### src/rtl/mib_slave.sv
// MIB bus slave: decodes a master transaction on the multiplexed AD bus, issues one
// local command, then returns a write ack or two read-data beats.
module mib_slave #(
  parameter logic [7:0] P_MIB_SLAVE_ADDR       = 8'h00,
  parameter int         P_CMD_ACK_TIMEOUT_CLKS = 16
) (
  input  logic        i_sysclk,
  input  logic        i_arst_n,
  input  logic        i_mib_start,
  input  logic        i_mib_rd_wr_n,
  input  logic [15:0] i_mib_ad,
  output logic [15:0] o_mib_ad,
  output logic        o_mib_ad_high_z,
  output logic        o_mib_slave_ack,
  output logic        o_cmd_sel,
  output logic        o_cmd_rd_wr_n,
  output logic [15:0] o_cmd_byte_addr,
  output logic [31:0] o_cmd_wdata,
  input  logic [31:0] i_cmd_rdata,
  input  logic        i_cmd_ack,
  output logic        o_cmd_timeout,
  output logic [2:0]  o_dbg_state
);

  localparam int LP_CNT_W = (P_CMD_ACK_TIMEOUT_CLKS > 1) ? $clog2(P_CMD_ACK_TIMEOUT_CLKS) : 1;
  localparam logic [LP_CNT_W-1:0] LP_CNT_LAST = LP_CNT_W'(P_CMD_ACK_TIMEOUT_CLKS - 1);

  typedef enum logic [2:0] {
    S_IDLE, S_ADDR_LO, S_WDATA_HI, S_WDATA_LO, S_CMD_WAIT, S_RDATA_HI, S_RDATA_LO
  } state_t;

  state_t               r_state, w_state;
  logic                 r_rd_wr_n, w_rd_wr_n;
  logic [15:0]          r_rdata_lo, w_rdata_lo;
  logic [LP_CNT_W-1:0]  r_cnt, w_cnt;
  logic [15:0]          r_mib_ad, w_mib_ad;
  logic                 r_high_z, w_high_z;
  logic                 r_slave_ack, w_slave_ack;
  logic                 r_cmd_sel, w_cmd_sel;
  logic                 r_cmd_rd_wr_n, w_cmd_rd_wr_n;
  logic [15:0]          r_cmd_byte_addr, w_cmd_byte_addr;
  logic [31:0]          r_cmd_wdata, w_cmd_wdata;
  logic                 r_cmd_timeout, w_cmd_timeout;

  always_ff @(posedge i_sysclk or negedge i_arst_n) begin
    if (!i_arst_n) begin
      r_state <= S_IDLE;
    end else begin
      r_state <= w_state;
    end
  end

  // Command handshake: o_cmd_sel is a one-cycle request whose address/data/type stay
  // stable until completion; i_cmd_ack is a one-cycle completion pulse honoured only
  // in CMD_WAIT (including the sel cycle itself), and it beats a coincident timeout.
  always_comb begin
    w_state         = r_state;
    w_rd_wr_n       = r_rd_wr_n;
    w_rdata_lo      = r_rdata_lo;
    w_cnt           = '0;
    w_mib_ad        = r_mib_ad;
    w_high_z        = 1'b1;
    w_slave_ack     = 1'b0;
    w_cmd_sel       = 1'b0;
    w_cmd_rd_wr_n   = r_cmd_rd_wr_n;
    w_cmd_byte_addr = r_cmd_byte_addr;
    w_cmd_wdata     = r_cmd_wdata;
    w_cmd_timeout   = 1'b0;
    case (r_state)
      S_IDLE: begin
        if (i_mib_start && (i_mib_ad[7:0] == P_MIB_SLAVE_ADDR)) begin
          w_rd_wr_n = i_mib_rd_wr_n;
          w_state   = S_ADDR_LO;
        end
      end
      S_ADDR_LO: begin
        w_cmd_byte_addr = i_mib_ad;
        if (r_rd_wr_n) begin
          w_cmd_sel     = 1'b1;
          w_cmd_rd_wr_n = 1'b1;
          w_state       = S_CMD_WAIT;
        end else begin
          w_state = S_WDATA_HI;
        end
      end
      S_WDATA_HI: begin
        w_cmd_wdata[31:16] = i_mib_ad;
        w_state            = S_WDATA_LO;
      end
      S_WDATA_LO: begin
        w_cmd_wdata[15:0] = i_mib_ad;
        w_cmd_sel         = 1'b1;
        w_cmd_rd_wr_n     = 1'b0;
        w_state           = S_CMD_WAIT;
      end
      S_CMD_WAIT: begin
        if (i_cmd_ack) begin
          w_slave_ack = 1'b1;
          if (r_rd_wr_n) begin
            w_rdata_lo = i_cmd_rdata[15:0];
            w_mib_ad   = i_cmd_rdata[31:16];
            w_high_z   = 1'b0;
            w_state    = S_RDATA_HI;
          end else begin
            w_state = S_IDLE;
          end
        end else if (r_cnt == LP_CNT_LAST) begin
          w_cmd_timeout = 1'b1;
          w_state       = S_IDLE;
        end else begin
          w_cnt = r_cnt + LP_CNT_W'(1);
        end
      end
      S_RDATA_HI: begin
        w_mib_ad = r_rdata_lo;
        w_high_z = 1'b0;
        w_state  = S_RDATA_LO;
      end
      S_RDATA_LO: begin
        w_state = S_IDLE;
      end
      default: begin
        w_state = S_IDLE;
      end
    endcase
  end

  always_ff @(posedge i_sysclk or negedge i_arst_n) begin
    if (!i_arst_n) begin
      r_rd_wr_n       <= 1'b0;
      r_rdata_lo      <= '0;
      r_cnt           <= '0;
      r_mib_ad        <= '0;
      r_high_z        <= 1'b1;
      r_slave_ack     <= 1'b0;
      r_cmd_sel       <= 1'b0;
      r_cmd_rd_wr_n   <= 1'b0;
      r_cmd_byte_addr <= '0;
      r_cmd_wdata     <= '0;
      r_cmd_timeout   <= 1'b0;
    end else begin
      r_rd_wr_n       <= w_rd_wr_n;
      r_rdata_lo      <= w_rdata_lo;
      r_cnt           <= w_cnt;
      r_mib_ad        <= w_mib_ad;
      r_high_z        <= w_high_z;
      r_slave_ack     <= w_slave_ack;
      r_cmd_sel       <= w_cmd_sel;
      r_cmd_rd_wr_n   <= w_cmd_rd_wr_n;
      r_cmd_byte_addr <= w_cmd_byte_addr;
      r_cmd_wdata     <= w_cmd_wdata;
      r_cmd_timeout   <= w_cmd_timeout;
    end
  end

  assign o_mib_ad        = r_mib_ad;
  assign o_mib_ad_high_z = r_high_z;
  assign o_mib_slave_ack = r_slave_ack;
  assign o_cmd_sel       = r_cmd_sel;
  assign o_cmd_rd_wr_n   = r_cmd_rd_wr_n;
  assign o_cmd_byte_addr = r_cmd_byte_addr;
  assign o_cmd_wdata     = r_cmd_wdata;
  assign o_cmd_timeout   = r_cmd_timeout;
  assign o_dbg_state     = r_state;

endmodule

### config.mk
export PLATFORM = sky130hd
export DESIGN_NAME = mib_slave
export DESIGN_NICKNAME = d
export VERILOG_FILES = /design/src/rtl/mib_slave.sv
export SDC_FILE = /design/constraint.sdc
export NUM_CORES = 1
export LEC_CHECK = 0
export ABC_AREA = 1
export BUFFER_PORTS_ARGS = -buffer_cell sky130_fd_sc_hd__buf_2
export CAP_MARGIN = 20
export CORE_ASPECT_RATIO = 0.9
export CORE_MARGIN = 1
export CORE_UTILIZATION = 40
export CTS_CLUSTER_DIAMETER = 30
export CTS_CLUSTER_SIZE = 28
export DETAILED_ROUTE_END_ITERATION = 10
export GPL_TIMING_DRIVEN = 0
export PLACE_DENSITY = 0.74
export SYNTH_ARGS = -nofsm -noshare
export SYNTH_HDL_FRONTEND = slang
export SYNTH_SLANG_ARGS = --single-unit
### constraint.sdc
create_clock -name i_sysclk -period 3.7 [get_ports i_sysclk]
set_clock_uncertainty 0.2 [all_clocks]
set_input_delay 0.555 -clock i_sysclk [delete_from_list [all_inputs] [get_ports i_sysclk]]
set_output_delay 0.555 -clock i_sysclk [all_outputs]
set_load 0.005 [all_outputs]
Word level (Yosys, flattened, before mapping)

Index checks and enable logic that the tools add are counted.

Bits of input ports: 53
Register bits after elaboration: 93
Word-level logic and storage cells: 59
Output and inout bits: 72

$add $sub $neg: 1
Reductions and logical operators: 10
Muxes and demuxes: 24
Eq/ne operators: 11

Operator list:

| cell                                           | count |
|---|---|
| 2-to-1 mux 16 bit                              | 2 |
| one-hot mux 16 bit (2 select lines)            | 1 |
| one-hot mux 3 bit (6 select lines)             | 1 |
| 2-to-1 mux 3 bit                               | 5 |
| 2-to-1 mux 4 bit                               | 3 |
| 2-to-1 mux 1 bit                               | 9 |
| zero test 8 bit                                | 1 |
| != test 2 bit (second input constant)          | 4 |
| == test 3 x 2 -> 1 bit (second input constant) | 2 |
| == test 3 bit (second input constant)          | 2 |
| one-hot mux 1 bit (2 select lines)             | 3 |
| AND reduction 2 bit                            | 3 |
| AND reduction 3 bit                            | 2 |
| adder 4 x 1 -> 4 bit (second input constant)   | 1 |
| == test 4 bit (second input constant)          | 1 |
| nonzero test 2 bit                             | 2 |
| == test 3 x 1 -> 1 bit (second input constant) | 1 |
| zero test 3 bit                                | 1 |
| != test 3 bit (second input constant)          | 1 |
| logical AND 1 bit                              | 1 |

Logic depth before layout (Yosys ltp)

Depth in word-level cells: 4
Depth in mapped cells: 8
Mapped depth without buffers: 7

Least setup slack after synthesis

No wires, ideal clock.

Path kind: register to register
Start: register r_state[0] (netlist: o_dbg_state[0])
End: register r_rdata_lo[10]
Setup time: 0.116 ns
Arrival time: 1.173 ns
Period minus slack after synthesis: 1.489 ns
Stages on the path, launching flop included: 8
Data required time: 3.384 ns
Buffers on the path: 1
Setup slack: 2.211 ns
Cells stage by stage: dfrtp_1 -> nor2_2 -> nand2_2 -> nor2_8 -> inv_2 -> buf_6 -> nand2_1 -> nand2_1

Longest elaborated chain between the ends: 2

Ends and longest elaborated chain:

| element                       | line | text |
|---|---|---|
| from (decl)                   | 32   | `state_t r_state, w_state;` |
| from (signal assigned)        | 49   | `r_state <= w_state;` |
| == test 3 bit                 | 69   | `case (r_state)` |
| AND reduction 3 bit (no line) | -    |  |
| to (signal assigned)          | 143  | `r_rdata_lo <= w_rdata_lo;` |
| to (decl)                     | 34   | `logic [15:0] r_rdata_lo, w_rdata_lo;` |

Every way passes these cells.
A chain may end at the register's enable or synchronous reset.

Worst setup path after layout

Start: register r_state[2] (netlist: o_dbg_state[2])
End: output o_dbg_state[2]

RTL lines:

| element   | line | text |
|---|---|---|
| to (decl) | 22   | `output logic [2:0] o_dbg_state` |

No word-level cell between the ends.

==> metrics.txt <==
# TYPE chip_impl_metric gauge
chip_impl_info{name="cts_tree",value="done"} 1
chip_impl_metric{name="finalSetupViolCount",unit=""} 0
chip_impl_info{name="clk_root_buffer_cell",value="sky130_fd_sc_hd__clkbuf_8"} 1
chip_impl_metric{name="period_minus_slack",unit="ns"} 1.80
chip_impl_metric{name="post-cts-setup-buffer-count",unit=""} 0
chip_impl_metric{name="synth_simple_gate_area_share",unit=""} 0.229
chip_impl_metric{name="finalSetupTns",unit="ns"} 0
chip_impl_info{name="synthFlopType",value="sky130_fd_sc_hd__dfrtp_1"} 1
chip_impl_metric{name="max_freq",unit="GHz"} 0.555
chip_impl_metric{name="fin_nets",unit=""} 582
chip_impl_info{name="timing.rr.start",value="o_dbg_state[2]"} 1
chip_impl_metric{name="routed_wl",unit="um"} 8960
chip_impl_metric{name="timing.critical_path.buf_inv",unit=""} 1
chip_impl_metric{name="count_of_flip_flops_with_a_built_in_enable_after_synthesis",unit=""} 0
chip_impl_info{name="synth_top_area_cell",value="sky130_fd_sc_hd__dfrtp_1"} 1
chip_impl_metric{name="worstPathMaxFanout",unit=""} 7
chip_impl_info{name="unrepaired_setup_endpoints_after_global_routing",value="false"} 1
chip_impl_metric{name="cts_max_path_buffers",unit=""} 2
chip_impl_metric{name="synth_compound_area_frac",unit=""} 0.0784
chip_impl_metric{name="flops_latches_synth",unit=""} 93
chip_impl_metric{name="power.static_leakage",unit="nW"} 2.66
chip_impl_metric{name="ys_seq_area_frac",unit=""} 0.624
chip_impl_metric{name="critical_path.max_stage_delay",unit="ns"} 0.53
chip_impl_info{name="critPathCaptureType",value="output port"} 1
chip_impl_info{name="outcome",value="complete, no violations"} 1
chip_impl_metric{name="detail_route.first_pass.iterations",unit=""} 4
chip_impl_metric{name="htreeDepth",unit=""} 3
chip_impl_metric{name="drt.antenna.violating_nets",unit=""} 0
chip_impl_info{name="worstHoldPathType",value="input port to flip-flop"} 1
chip_impl_metric{name="track_usage",unit=""} 0.192
chip_impl_info{name="crit_slowest_cell",value="sky130_fd_sc_hd__dfrtp_1"} 1
chip_impl_metric{name="avgSynthCellArea",unit="sq um"} 9.55
chip_impl_metric{name="slew_margin_rel",unit=""} 0.690
chip_impl_metric{name="post-synth-top-area-fraction",unit=""} 0.617
chip_impl_metric{name="gpl.final_weighted_congestion",unit=""} 0.807
chip_impl_metric{name="cp.required",unit="ns"} 2.94
chip_impl_metric{name="detailedRoute.firstIterationViolations",unit=""} 88
chip_impl_metric{name="worstRegToRegCells",unit=""} 4
chip_impl_metric{name="setup.reg_to_reg.worst_slack",unit="ns"} 1.96
chip_impl_metric{name="synthAdderAreaFrac",unit=""} 0.00335
chip_impl_metric{name="pin_count_of_the_biggest_net_entering_global_routing",unit=""} 62
chip_impl_metric{name="worst_endpoint_data_arrival_time",unit="ns"} 1.05
chip_impl_metric{name="post_synth_mux_area_share",unit=""} 0
chip_impl_metric{name="post_drt_via_cell_ratio",unit=""} 4.70
chip_impl_metric{name="syn-num-nets",unit=""} 445
chip_impl_metric{name="final.period_utilization",unit=""} 0.487
chip_impl_metric{name="hold-path-cell-count",unit=""} 3
chip_impl_metric{name="ctsResizeCount",unit=""} 0
chip_impl_metric{name="drv.max_cap_violation_count",unit=""} 0
chip_impl_metric{name="final_max_slew_viol_count",unit=""} 0
chip_impl_info{name="worst_hold_path_ep",value="r_rdata_lo[7]"} 1
chip_impl_metric{name="asyncSetResetFlopFracSynth",unit=""} 1.00
chip_impl_metric{name="synth.cell_area",unit="sq mm"} 0.00373
chip_impl_metric{name="antenna_cells_inserted",unit=""} 0
chip_impl_metric{name="io_buffers",unit=""} 124
chip_impl_metric{name="antenna_found_initial",unit=""} 0
chip_impl_metric{name="fp.dieArea",unit="sq mm"} 0.00973
chip_impl_metric{name="grt_overflow",unit=""} 0
chip_impl_info{name="worstPathCellList",value="buf_2"} 1
chip_impl_metric{name="placement.cell_area",unit="sq mm"} 0.00454
chip_impl_metric{name="routed-via-count",unit=""} 3078
chip_impl_metric{name="dp.final_hpwl",unit="um"} 6660
chip_impl_info{name="synth_top_family_by_area",value="simple AND/OR/NAND/NOR gates"} 1
chip_impl_info{name="worstHoldStart",value="i_cmd_rdata[7]"} 1
chip_impl_metric{name="post_synth_inst_count",unit=""} 391
chip_impl_metric{name="detail_route.wl_per_cell",unit="um"} 13.7
chip_impl_metric{name="cts-buffers-inserted",unit=""} 9
chip_impl_metric{name="core_region_area",unit="sq mm"} 0.00908
chip_impl_metric{name="area_growth",unit="%"} 26.9
chip_impl_metric{name="num_io_pins",unit=""} 125
chip_impl_metric{name="numClockSinks",unit=""} 93
chip_impl_info{name="critical-path-top-delay-family",value="flip-flops"} 1
chip_impl_info{name="critical_setup_path_class",value="flip-flop to output port"} 1
chip_impl_metric{name="clock_latency",unit="ns"} 0.34
chip_impl_info{name="synth.top_cells.by_area",value="sky130_fd_sc_hd__dfrtp_1 (62%), sky130_fd_sc_hd__nand2_1 (14%), sky130_fd_sc_hd__nand3_1 (5.0%), sky130_fd_sc_hd__o21ai_0 (4.4%), sky130_fd_sc_hd__inv_1 (2.6%)"} 1
chip_impl_info{name="synth.cells.most_frequent",value="sky130_fd_sc_hd__nand2_1 (140), sky130_fd_sc_hd__dfrtp_1 (92), sky130_fd_sc_hd__nand3_1 (37), sky130_fd_sc_hd__o21ai_0 (33), sky130_fd_sc_hd__inv_1 (26)"} 1
chip_impl_metric{name="vias_in_the_first_global_route",unit=""} 2952
chip_impl_metric{name="powerDensity",unit="mW/mm^2"} 725
chip_impl_metric{name="final_routed_drc_violation_total",unit=""} 0
chip_impl_metric{name="synth_xor_area_frac",unit=""} 0.00469
chip_impl_metric{name="tightest_slew",unit="ns"} 0.464
chip_impl_metric{name="clkSlewWorstSetupHoldPaths",unit="ns"} 0.09
chip_impl_metric{name="yosysUniqueCellTypes",unit=""} 27
chip_impl_metric{name="finalHoldViolations",unit=""} 0
chip_impl_metric{name="yosysWarningCount",unit=""} 0
chip_impl_info{name="worst_r2r_endpoint",value="o_dbg_state[1]"} 1
chip_impl_info{name="worstSetupStartpointType",value="flip-flop"} 1
chip_impl_metric{name="first_pass_grt_wire_length",unit="um"} 14600
chip_impl_metric{name="initial_core_util",unit=""} 0.411
chip_impl_info{name="yosys.cell_count.top_type",value="sky130_fd_sc_hd__nand2_1"} 1
chip_impl_metric{name="die_height",unit="um"} 93.7
chip_impl_metric{name="core.rowCount",unit=""} 33
chip_impl_metric{name="final_layout_size_suffix_gt1_frac",unit=""} 0.326
chip_impl_metric{name="vdd.ir_drop.worst",unit="uV"} 297
chip_impl_metric{name="final_area",unit="sq mm"} 0.00474
chip_impl_metric{name="die_x",unit="um"} 104
layout make-up:
type,count,area (sq um)
inverters,28,110
clock buffers,10,128
clock inverters,6,62.6
multi-input cells,254,1180
well taps,122,153
fillers,877,4350
flip-flops and latches,93,2330
repair buffers,126,661
plain buffers,16,116
timing repair:
action                                 CTS  global route
endpoints found under the hold margin   32             0
hold buffers                             1             0
setup endpoints to repair                0             0
worst max-delay path by stage:
stage / slack (ns) / cells after the start / endpoint / startpoint
after floorplan: 2.21 / 7 / r_rdata_lo[10] / o_dbg_state[0]
after global placement: 1.01 / 1 / o_cmd_wdata[2] / i_arst_n
after detailed placement: 1.93 / 7 / r_rdata_lo[11] / i_cmd_ack
after CTS: 1.87 / 1 / o_dbg_state[2] / o_dbg_state[2]
after global routing: 1.81 / 4 / o_dbg_state[1] / o_dbg_state[2]
final: 1.90 / 1 / o_dbg_state[2] / o_dbg_state[2]
cells by family (layout without fill, tap and decap cells):
logic type                 after synthesis  count (layout)
and+or+nand+nor                        200             200
adders and majority gates                1               1
xor gates and xnor gates                 2               2
DFF                                     93              93
AOI/OAI and AO/OA                       51              51
buffers and inverters                   44             186
registers in the layout, summed over array words and instances (netlist names):
| register | flops |
|---|---|
| o_cmd_byte_addr | 16 |
| r_rd_wr_n | 1 |
| o_cmd_timeout | 1 |
| r_rdata_lo | 16 |
| o_mib_slave_ack | 1 |
| o_dbg_state | 3 |
| o_mib_ad | 16 |
| o_cmd_wdata | 32 |
| o_mib_ad_high_z | 1 |
| o_cmd_sel | 1 |
| r_cnt | 4 |
| o_cmd_rd_wr_n | 1 |
power by group:
group          internal, mW  total [mW]  switching, mW
registers              1.39        1.60          0.208
logic                 0.524        1.19          0.663
clock network         0.264       0.648          0.384
cells in the final DEF (no fill, tap or decap), types with 2 or more instances in the layout:
| cell | netlist | routed |
|---|---|---|
| sky130_fd_sc_hd__buf_2 | 5 | 128 |
| sky130_fd_sc_hd__buf_4 | 5 | 6 |
| sky130_fd_sc_hd__buf_6 | 4 | 4 |
| sky130_fd_sc_hd__clkbuf_1 | 1 | 2 |
| sky130_fd_sc_hd__clkbuf_8 | 0 | 9 |
| sky130_fd_sc_hd__dfrtp_1 | 92 | 92 |
| sky130_fd_sc_hd__inv_1 | 26 | 26 |
| sky130_fd_sc_hd__inv_6 | 1 | 4 |
| sky130_fd_sc_hd__nand2_1 | 140 | 140 |
| sky130_fd_sc_hd__nand3_1 | 37 | 37 |
| sky130_fd_sc_hd__nand4_1 | 2 | 2 |
| sky130_fd_sc_hd__nor2_1 | 14 | 14 |
| sky130_fd_sc_hd__nor2_2 | 2 | 2 |
| sky130_fd_sc_hd__nor2_8 | 2 | 2 |
| sky130_fd_sc_hd__o21ai_0 | 33 | 33 |
| sky130_fd_sc_hd__o21ai_1 | 7 | 7 |
| sky130_fd_sc_hd__o21ai_2 | 9 | 9 |
per-layer routing:
metal	global-route usage	vias to the layer above	share of wire
met1	0.270	1495	0.48
met3	0.0291	4	0.030
li1	-	1515	-
met4	0.0679	0	0.0080
met2	0.306	64	0.48
met5	0	-	0
metrics by stage:
stage,setup slack [ns],power (mW),hold WS (ns),util,instances
floorplan,2.21,2.21,0.0594,-,391
global placement,1.01,2.77,0.249,0.496,637
detailed placement,1.93,2.82,0.257,0.499,638
CTS,1.87,3.48,0.182,0.521,655
global route,1.81,3.69,0.191,0.521,655
finish,1.90,3.43,0.201,0.521,655
(Power assumes the default switching activity.)
